[config.mk]
export PLATFORM = sky130hd
export DESIGN_NAME = id_hazard_ctrl
export DESIGN_NICKNAME = d
export VERILOG_FILES = /design/src/rtl/id_hazard_ctrl.sv
export SDC_FILE = /design/constraint.sdc
export NUM_CORES = 1
export LEC_CHECK = 0
export ABC_CLOCK_PERIOD_IN_PS = 14600
export CAP_MARGIN = 25
export CORE_MARGIN = 8
export CORE_UTILIZATION = 48
export CTS_CLUSTER_SIZE = 24
export DETAILED_ROUTE_END_ITERATION = 16
export GPL_TIMING_DRIVEN = 0
export HOLD_SLACK_MARGIN = 0.05
export PLACE_DENSITY = 0.92
export RECOVER_POWER = 50
export SKIP_CTS_REPAIR_TIMING = 1
export SLEW_MARGIN = 20
export SYNTH_ARGS = -nofsm -noshare
export SYNTH_HDL_FRONTEND = slang
export SYNTH_SLANG_ARGS = --single-unit
[constraint.sdc]
create_clock -name clk -period 14.6 [get_ports clk]
set_input_delay 3.65 -clock clk [delete_from_list [all_inputs] [get_ports clk]]
set_output_delay 3.65 -clock clk [all_outputs]
set_load 0.005 [all_outputs]
[src/rtl/id_hazard_ctrl.sv]
// +----------------------------------------------------------------------+
// | id_hazard_ctrl: decode-stage redirect, rs forwarding, hazard stall,  |
// | nested EPC stack for traps and a stall watchdog.                     |
// | Revision: 1.0                                                        |
// +----------------------------------------------------------------------+
`default_nettype none

module id_hazard_ctrl #(
    parameter int            DW        = 16,
    parameter int            RW        = 3,
    parameter int            EPC_DEPTH = 4,
    parameter logic [DW-1:0] EXC_VEC   = 16'h0002,
    parameter logic [DW-1:0] RST_VEC   = 16'h0000,
    parameter int            STALL_MAX = 8
) (
    input  logic                         clk,
    input  logic                         rst,
    input  logic                         valid_fd,
    input  logic [RW-1:0]                rs_fd,
    input  logic [RW-1:0]                rt_fd,
    input  logic                         uses_rs_fd,
    input  logic                         uses_rt_fd,
    input  logic                         branch_fd,
    input  logic [2:0]                   cond_fd,
    input  logic                         jump_fd,
    input  logic                         illegal_fd,
    input  logic                         rti_fd,
    input  logic [DW-1:0]                pcinc_fd,
    input  logic [DW-1:0]                target_fd,
    input  logic [DW-1:0]                rsdata_fd,
    input  logic                         ex_regwrite,
    input  logic                         ex_memread,
    input  logic [RW-1:0]                ex_rd,
    input  logic [DW-1:0]                ex_data,
    input  logic                         mem_regwrite,
    input  logic                         mem_memread,
    input  logic [RW-1:0]                mem_rd,
    input  logic [DW-1:0]                mem_data,
    input  logic                         wb_regwrite,
    input  logic [RW-1:0]                wb_rd,
    input  logic [DW-1:0]                wb_data,
    output logic                         stall_d,
    output logic                         bubble_dx,
    output logic                         redirect_df,
    output logic [DW-1:0]                redirect_pc,
    output logic                         flush_dx,
    output logic [DW-1:0]                rsfwd_dx,
    output logic [$clog2(EPC_DEPTH):0]   epc_depth,
    output logic                         err_d
);

    localparam int c_PW  = $clog2(EPC_DEPTH);
    localparam int c_WDW = $clog2(STALL_MAX + 1);

    logic [DW-1:0]    r_stack [EPC_DEPTH];
    logic [c_PW:0]    r_depth;
    logic [c_WDW-1:0] r_wd;
    logic             r_err;

    logic             w_valid;
    logic [DW-1:0]    w_fwd;
    logic             w_haz;
    logic             w_taken;
    logic             w_full;
    logic             w_empty;
    logic [DW-1:0]    w_top;
    logic             w_push;
    logic             w_pop;
    logic             w_rti_err;
    logic [c_WDW-1:0] w_wd_next;

    assign w_valid = valid_fd & ~rst;
    assign w_full  = (r_depth == (c_PW+1)'(EPC_DEPTH));
    assign w_empty = (r_depth == '0);
    assign w_top   = r_stack[c_PW'(r_depth - 1'b1)];

    // Youngest producer wins; loads in EX/MEM cannot forward and are caught as hazards.
    always_comb begin
        w_fwd = rsdata_fd;
        if (ex_regwrite && !ex_memread && ex_rd == rs_fd)
            w_fwd = ex_data;
        else if (mem_regwrite && !mem_memread && mem_rd == rs_fd)
            w_fwd = mem_data;
        else if (wb_regwrite && wb_rd == rs_fd)
            w_fwd = wb_data;
    end

    assign rsfwd_dx = w_fwd;

    assign w_haz = w_valid &
                   ((ex_memread & ex_regwrite &
                     ((uses_rs_fd & (ex_rd == rs_fd)) | (uses_rt_fd & (ex_rd == rt_fd)))) |
                    (branch_fd & mem_memread & mem_regwrite & (mem_rd == rs_fd)));

    always_comb begin
        w_taken = 1'b0;
        case (cond_fd)
            3'b000:  w_taken = (w_fwd == '0);
            3'b001:  w_taken = w_fwd[DW-1];
            3'b011:  w_taken = (w_fwd != '0);
            3'b100:  w_taken = ~w_fwd[DW-1];
            default: w_taken = 1'b0;
        endcase
    end

    always_comb begin
        stall_d     = 1'b0;
        bubble_dx   = 1'b0;
        redirect_df = 1'b0;
        redirect_pc = RST_VEC;
        flush_dx    = 1'b0;
        w_push      = 1'b0;
        w_pop       = 1'b0;
        w_rti_err   = 1'b0;
        if (w_valid) begin
            if (illegal_fd) begin
                redirect_df = 1'b1;
                redirect_pc = EXC_VEC;
                flush_dx    = 1'b1;
                w_push      = 1'b1;
            end else if (rti_fd) begin
                redirect_df = 1'b1;
                redirect_pc = w_empty ? RST_VEC : w_top;
                w_pop       = ~w_empty;
                w_rti_err   = w_empty;
            end else if (w_haz) begin
                stall_d     = 1'b1;
                bubble_dx   = 1'b1;
            end else if (jump_fd || (branch_fd && w_taken)) begin
                redirect_df = 1'b1;
                redirect_pc = target_fd;
            end
        end
    end

    always_comb begin
        if (!stall_d)
            w_wd_next = '0;
        else if (r_wd == c_WDW'(STALL_MAX))
            w_wd_next = r_wd;
        else
            w_wd_next = r_wd + 1'b1;
    end

    always_ff @(posedge clk) begin
        if (rst) begin
            for (int i = 0; i < EPC_DEPTH; i++)
                r_stack[i] <= '0;
            r_depth <= '0;
            r_wd    <= '0;
            r_err   <= 1'b0;
        end else begin
            r_wd <= w_wd_next;
            if (w_push && !w_full) begin
                r_stack[r_depth[c_PW-1:0]] <= pcinc_fd;
                r_depth                    <= r_depth + 1'b1;
            end else if (w_pop) begin
                r_depth <= r_depth - 1'b1;
            end
            if ((w_push && w_full) || w_rti_err || (w_wd_next == c_WDW'(STALL_MAX)))
                r_err <= 1'b1;
        end
    end

    assign epc_depth = r_depth;
    assign err_d     = r_err;

endmodule

`default_nettype wire

==> out/metrics.cfg, run 1 <==
[outcome]
status = finished clean

[clock_tree]
cts_made_buffers = 9
cts.sinks = 72
clock-root-buffer = clkbuf_8
cts_tree = yes
cts_buffer_depth = 2
cts-htree-levels = 3
clock_latency_ps = 350
clk_pin_slew_ps = 70

[die]
core-area_um2 = 9110
row_count = 35
fp.dieArea_um2 = 12600
die_h_um = 112
die_w_um = 112
ioPinCount = 168
start_util_pct = 48.8

[synthesis]
synth_xor_area_share_pct = 3.13
yosys.area.top_type = edfxtp_1
synth_area_leaders = edfxtp_1 (43%), and2_1 (9.3%), mux4_2 (8.1%)
avgSynthCellArea_um2 = 11.3
yosys.area_share.simple_pct = 22.6
netlist_instances = 393
muxShareOfSynthArea_pct = 9.38
synth_top_family_by_area = simple AND/OR/NAND/NOR gates
syn-cell-area_um2 = 4440
netlist.area_leader.share_pct = 43.3
synth-edff-count = 64
ys_warn_count = 0
post_synth_num_cell_types = 57
synth_commonest_cells = and2_1 (66), edfxtp_1 (64), nand2_1 (31)
synth_seq_cells = 72
synth-async-reset-ratio_pct = 0
synthAdderAreaFrac_pct = 1.41
syn-num-nets = 526
yosys.cell_count.top_type = and2_1
synth-main-ff-cell = edfxtp_1
yosysSeqAreaShare_pct = 46.9
synth_compound_area_share_pct = 12.9

[global_route]
grt_pass1_vias = 4203
grt_pass1_wl_um = 22100
grtUsageTotal_pct = 22.4
grt_max_degree = 17
antenna_found_initial = 0
grt_overflow = 0

[placement]
finalWeightedCongestion = 0.910
dp_hpwl_um = 11100
portBuffers = 166
dpl_worst_slack_ps = 3480
placed_area_um2 = 6260

[power]
power_density_nw_per_um2 = 80.8
finalPower_mw = 0.522
p_leak_nw = 2.41
vdd_drop_max_uv = 114

[timing]
tightest_slew_ps = 1300
setup_tns_ps = 0
fin_crit_ps = 11160
rsz0062_at_grt = false
post-route-period-util_pct = 76.4
layout_setup_ws_ps = 3440
setup_viol = 0
max_clock_freq_ghz = 0.0896
maxSlewViolCount = 0
relSlewSlack_pct = 13.6
hold_viol = 0
finalClockSkew_ps = 8.85

[setup_path]
slowest_delay_ps = 640
crit_chain = clkdlybuf4s50_1 -> xor2_1 -> nor4_2 -> buf_2 -> o31ai_1 -> nor4_1 -> and4_4 -> mux2_4 -> buf_6 -> a32o_2 -> clkdlybuf4s50_1
cp_max_fo = 10
cp.arrival_ps = 7510
worstPathRequired_ps = 10950
crit_slowest_cell = nor4_2
cp_common_cell = clkdlybuf4s50_1
cp-end-kind = output port
critPathKind = primary input to output port
cp-start-kind = primary input

[cells_and_area]
synthToLayoutAreaGrowth_pct = 45.5
fin_area_um2 = 6460
fin_util_pct = 71.0
drive_gt1_share_pct = 10.9
antenna_cells = 0
num-nets-final = 704

[detailed_routing]
drt-total-wl_um = 14300
routedWlPerCell_um = 20.8
dr.pass1.iters = 4
drc_errors = 0
dr_total_vias = 3954
vias_per_cell = 5.76
drtAntennaViolNets = 0
drt_iter0_drc = 295

[worst_hold_path]
min_path_type = flip-flop to flip-flop

[run]
cap_violations = 0

## critical path: cells and delay by family
family | cells | cell delay, ps
buffers and inverters | 4 | 1480
and+or+nand+nor | 3 | 1360
AOI/OAI and AO/OA | 2 | 410
muxes | 1 | 370
xor gates and xnor gates | 1 | 230
## stage by stage
stage / instances / hold slack [ps]
final: 687 / 558
after detailed placement: 671 / 530
after global routing: 687 / 585
after floorplan: 393 / 501
after CTS: 687 / 558
after global placement: 670 / 513
## worst paths after layout
| path | slack [ps] | cells past startpoint | end | startpoint |
|---|---|---|---|---|
| hold reg to reg | 560 | 2 | epc_depth[1] | epc_depth[1] |
| setup reg to reg | 10780 | 7 | r_stack[2][14] | epc_depth[0] |
| setup / recovery | 3440 | 11 | redirect_pc[7] | rs_fd[1] |
| hold / removal | 560 | 2 | epc_depth[1] | epc_depth[1] |
## registers in the layout, summed over array words and instances (netlist names)
signal     count
r_stack       64
err_d          1
r_wd           4
epc_depth      3
## layer usage
layer | part of all wire [%] | vias up | track usage (%) | wire length [µm]
li1 | - | 1840 | - | -
met1 | 36 | 1894 | 23.2 | 5140
met2 | 53 | 193 | 42.4 | 7610
met3 | 8.6 | 27 | 5.90 | 1230
met4 | 2.1 | 0 | 7.82 | 301
met5 | 0 | - | 0 | 0
## cell usage in the layout (no fill, tap or decap), types with 8 or more instances in the layout
master and n:
mux4_2 16, clkbuf_8 10, clkbuf_1 21, clkdlybuf4s50_1 161, a221oi_1 15, a32o_2 9
xor2_1 12, and3_1 17, edfxtp_1 64, dfxtp_1 8, nand2_1 31, inv_1 8
nor2_1 28, o31ai_1 15, and2_0 36, and2_1 30
## cells by family after synthesis
logic type      count (synthesis)
mux                            21
flops                          72
compound gates                 67
buf+inv                        35
fa+ha+maj                       5
xor+xnor                       15
simple gates                  178
## area by class of cell
| class | instances | area, µm² |
|---|---|---|
| fill | 646 | 2640 |
| sequential | 72 | 2080 |
| tap | 111 | 139 |
| multi-input combinational | 286 | 2200 |
| clock buffer | 13 | 149 |
| clock inverter | 3 | 65.1 |
| buffer | 27 | 136 |
| inverter | 8 | 30.0 |
| timing repair buffer | 167 | 1670 |
## report_power, final
part           leakage, nW  total (mW)  switching, mW  internal, mW
registers            0.733       0.236        0.00285         0.233
clock network        0.108       0.173         0.0724         0.101
logic                 1.56       0.113         0.0477        0.0652
total                 2.41       0.522          0.123         0.399
No activity file was read; power rests on OpenSTA's default activity.
==> run 2, diff against run 1 <==
--- a/config.mk
+++ b/config.mk
@@ -5,15 +5,15 @@
 export SDC_FILE = /design/constraint.sdc
 export NUM_CORES = 1
 export LEC_CHECK = 0
-export ABC_CLOCK_PERIOD_IN_PS = 14600
+export ABC_CLOCK_PERIOD_IN_PS = 10100
 export CAP_MARGIN = 25
 export CORE_MARGIN = 8
-export CORE_UTILIZATION = 48
+export CORE_UTILIZATION = 41
 export CTS_CLUSTER_SIZE = 24
 export DETAILED_ROUTE_END_ITERATION = 16
 export GPL_TIMING_DRIVEN = 0
 export HOLD_SLACK_MARGIN = 0.05
-export PLACE_DENSITY = 0.92
+export PLACE_DENSITY = 0.84
 export RECOVER_POWER = 50
 export SKIP_CTS_REPAIR_TIMING = 1
 export SLEW_MARGIN = 20
==> constraint.sdc (replaced) <==
create_clock -name clk -period 10.1 [get_ports clk]
set_input_delay 2.525 -clock clk [delete_from_list [all_inputs] [get_ports clk]]
set_output_delay 2.525 -clock clk [all_outputs]
set_load 0.005 [all_outputs]
==> out/metrics.cfg, run 2 (synthesis results as in run 1) <==
[timing]
maxSlewViolCount = 0  ; unchanged
finalClockSkew_ps = 6.19  ; -2.66 ps
setup_tns_ps = 0  ; unchanged
setup_viol = 0  ; unchanged
fin_crit_ps = 8920
tightest_slew_ps = 1370  ; +69.5 ps
post-route-period-util_pct = 88.3
hold_viol = 0  ; unchanged
max_clock_freq_ghz = 0.112
rsz0062_at_grt = false
relSlewSlack_pct = 8.98  ; -4.6 points

[die]
die_h_um = 120  ; +7.0%
die_w_um = 120  ; +7.0%
start_util_pct = 41.5  ; -7.2 points
row_count = 38  ; +8.6%
ioPinCount = 168  ; unchanged
fp.dieArea_um2 = 14400  ; +15%
core-area_um2 = 10700  ; +17%

[setup_path]
reg2regPathDepth = 7  ; unchanged
cp_max_fo = 10  ; unchanged
cp_num_buf_inv = 4  ; unchanged
worstPathRequired_ps = 7580  ; -3370 ps
cp-start-kind = primary input
slowest_delay_ps = 670  ; +30 ps
crit_slowest_cell = nor4_2
cp-end-kind = output port
rrSetupSlack_ps = 6300  ; -4480 ps
path_delay_family = buffers and inverters
cp_common_cell = clkdlybuf4s50_1
critPathKind = primary input to output port
cp.depth = 11  ; unchanged
cp.arrival_ps = 6390  ; -1120 ps
crit_chain = clkdlybuf4s50_1 -> xor2_1 -> nor4_2 -> clkbuf_1 -> o31ai_1 -> nor4_1 -> and4_4 -> mux2_4 -> buf_6 -> o31a_1 -> clkdlybuf4s50_1

[clock_tree]
clock_latency_ps = 350  ; about the same
cts_tree = yes
cts_made_buffers = 9  ; unchanged
cts.sinks = 72  ; unchanged
cts-htree-levels = 3  ; unchanged
cts_buffer_depth = 2  ; unchanged
clk_pin_slew_ps = 70  ; about the same
clock-root-buffer = clkbuf_8

[global_route]
grt_max_degree = 17  ; unchanged
antenna_found_initial = 0  ; unchanged
grtUsageTotal_pct = 19.5  ; -2.9 points
grt_pass1_wl_um = 21900  ; -1.2%
grt_pass1_vias = 4031  ; -4.1%
grt_overflow = 0  ; unchanged

[detailed_routing]
drt-total-wl_um = 14600  ; +2.6%
dr_total_vias = 3889  ; -1.6%
routedWlPerCell_um = 20.4  ; -1.7%
drc_errors = 0  ; unchanged
drt_iter0_drc = 347  ; +18%
vias_per_cell = 5.42  ; -5.8%
dr.pass1.iters = 4  ; unchanged
drtAntennaViolNets = 0  ; unchanged

[outcome]
status = finished clean

[cells_and_area]
synthToLayoutAreaGrowth_pct = 46.8
top_register = r_stack
fin_util_pct = 61.0  ; -10 points
mostFrequentLayoutCells = clkdlybuf4s50_1 (161), edfxtp_1 (64), and2_0 (41)
drive_gt1_share_pct = 11.1  ; +0.15 points
num-nets-final = 705  ; +0.14%
largest_reg_flops = 64  ; unchanged
antenna_cells = 0  ; unchanged
layout_commonest_cell = clkdlybuf4s50_1

[placement]
finalWeightedCongestion = 0.918  ; +0.98%
portBuffers = 166  ; unchanged
dp_hpwl_um = 11300  ; +2.0%

[run]
cap_violations = 0  ; unchanged

[power]
power_density_nw_per_um2 = 119  ; +47%
p_leak_nw = 2.42  ; +0.45%
vdd_drop_max_uv = 109  ; -4.0%

[worst_hold_path]
hold_depth = 2  ; unchanged
min_path_type = flip-flop to flip-flop

## run 2: changes by cell type in the layout (fill, tap and decap cells not counted), sizes merged
cell,change
clkbuf,-3
clkinv,+2
buf,+1
bufinv,+1
## run 2: final timing paths
check / start / endpoint
max: rs_fd[1] / redirect_df
max reg2reg: epc_depth[0] / r_stack[2][15]
min reg2reg: err_d / err_d
min: err_d / err_d
## run 2: metal layers
metal | wire, µm | vias to the layer above | share of wire (%) | global-route usage, %
li1 | - | 1848 | - | -
met1 | 5590 | 1824 | 38 | 21.4
met2 | 7430 | 199 | 51 | 36.2
met3 | 1360 | 18 | 9.3 | 4.98
met4 | 273 | 0 | 1.9 | 5.93
met5 | 0 | - | 0 | 0
## run 2: tightest hold or removal path, stage by stage, from the launching register on
cell and delay [ps]:
dfxtp_1 340, a31oi_1 40, o21ai_0 130
## run 2: layout make-up
type,count,area (µm²)
Sequential cell,72,2080
Timing Repair Buffer,168,1670
Fill cell,846,4180
Tap cell,140,175
Buffer,27,136
Multi-Input combinational cell,286,2190
Clock inverter,6,108
Clock buffer,10,128
Inverter,8,30.0
## run 2: report_power, final
group,total (mW),switching [mW],internal (mW)
Clock,0.271,0.108,0.163
Sequential,0.341,0.00390,0.337
Combinational,0.164,0.0701,0.0943
Total,0.777,0.182,0.594
## run 2: through the flow
step / area (µm²) / setup slack (ps) / power (mW) / instances / hold slack (ps)
6_report: 6520 / 1180 / 0.777 / 717 / 553
5_1_grt: 6520 / 971 / 0.798 / 717 / 562
4_1_cts: 6540 / 1130 / 0.779 / 717 / 547
3_5_place_dp: 6300 / 1140 / 0.512 / 701 / 530
3_3_place_gp: 6280 / 1210 / 0.508 / 699 / 500
2_1_floorplan: 4440 / 2650 / 0.415 / 393 / 501
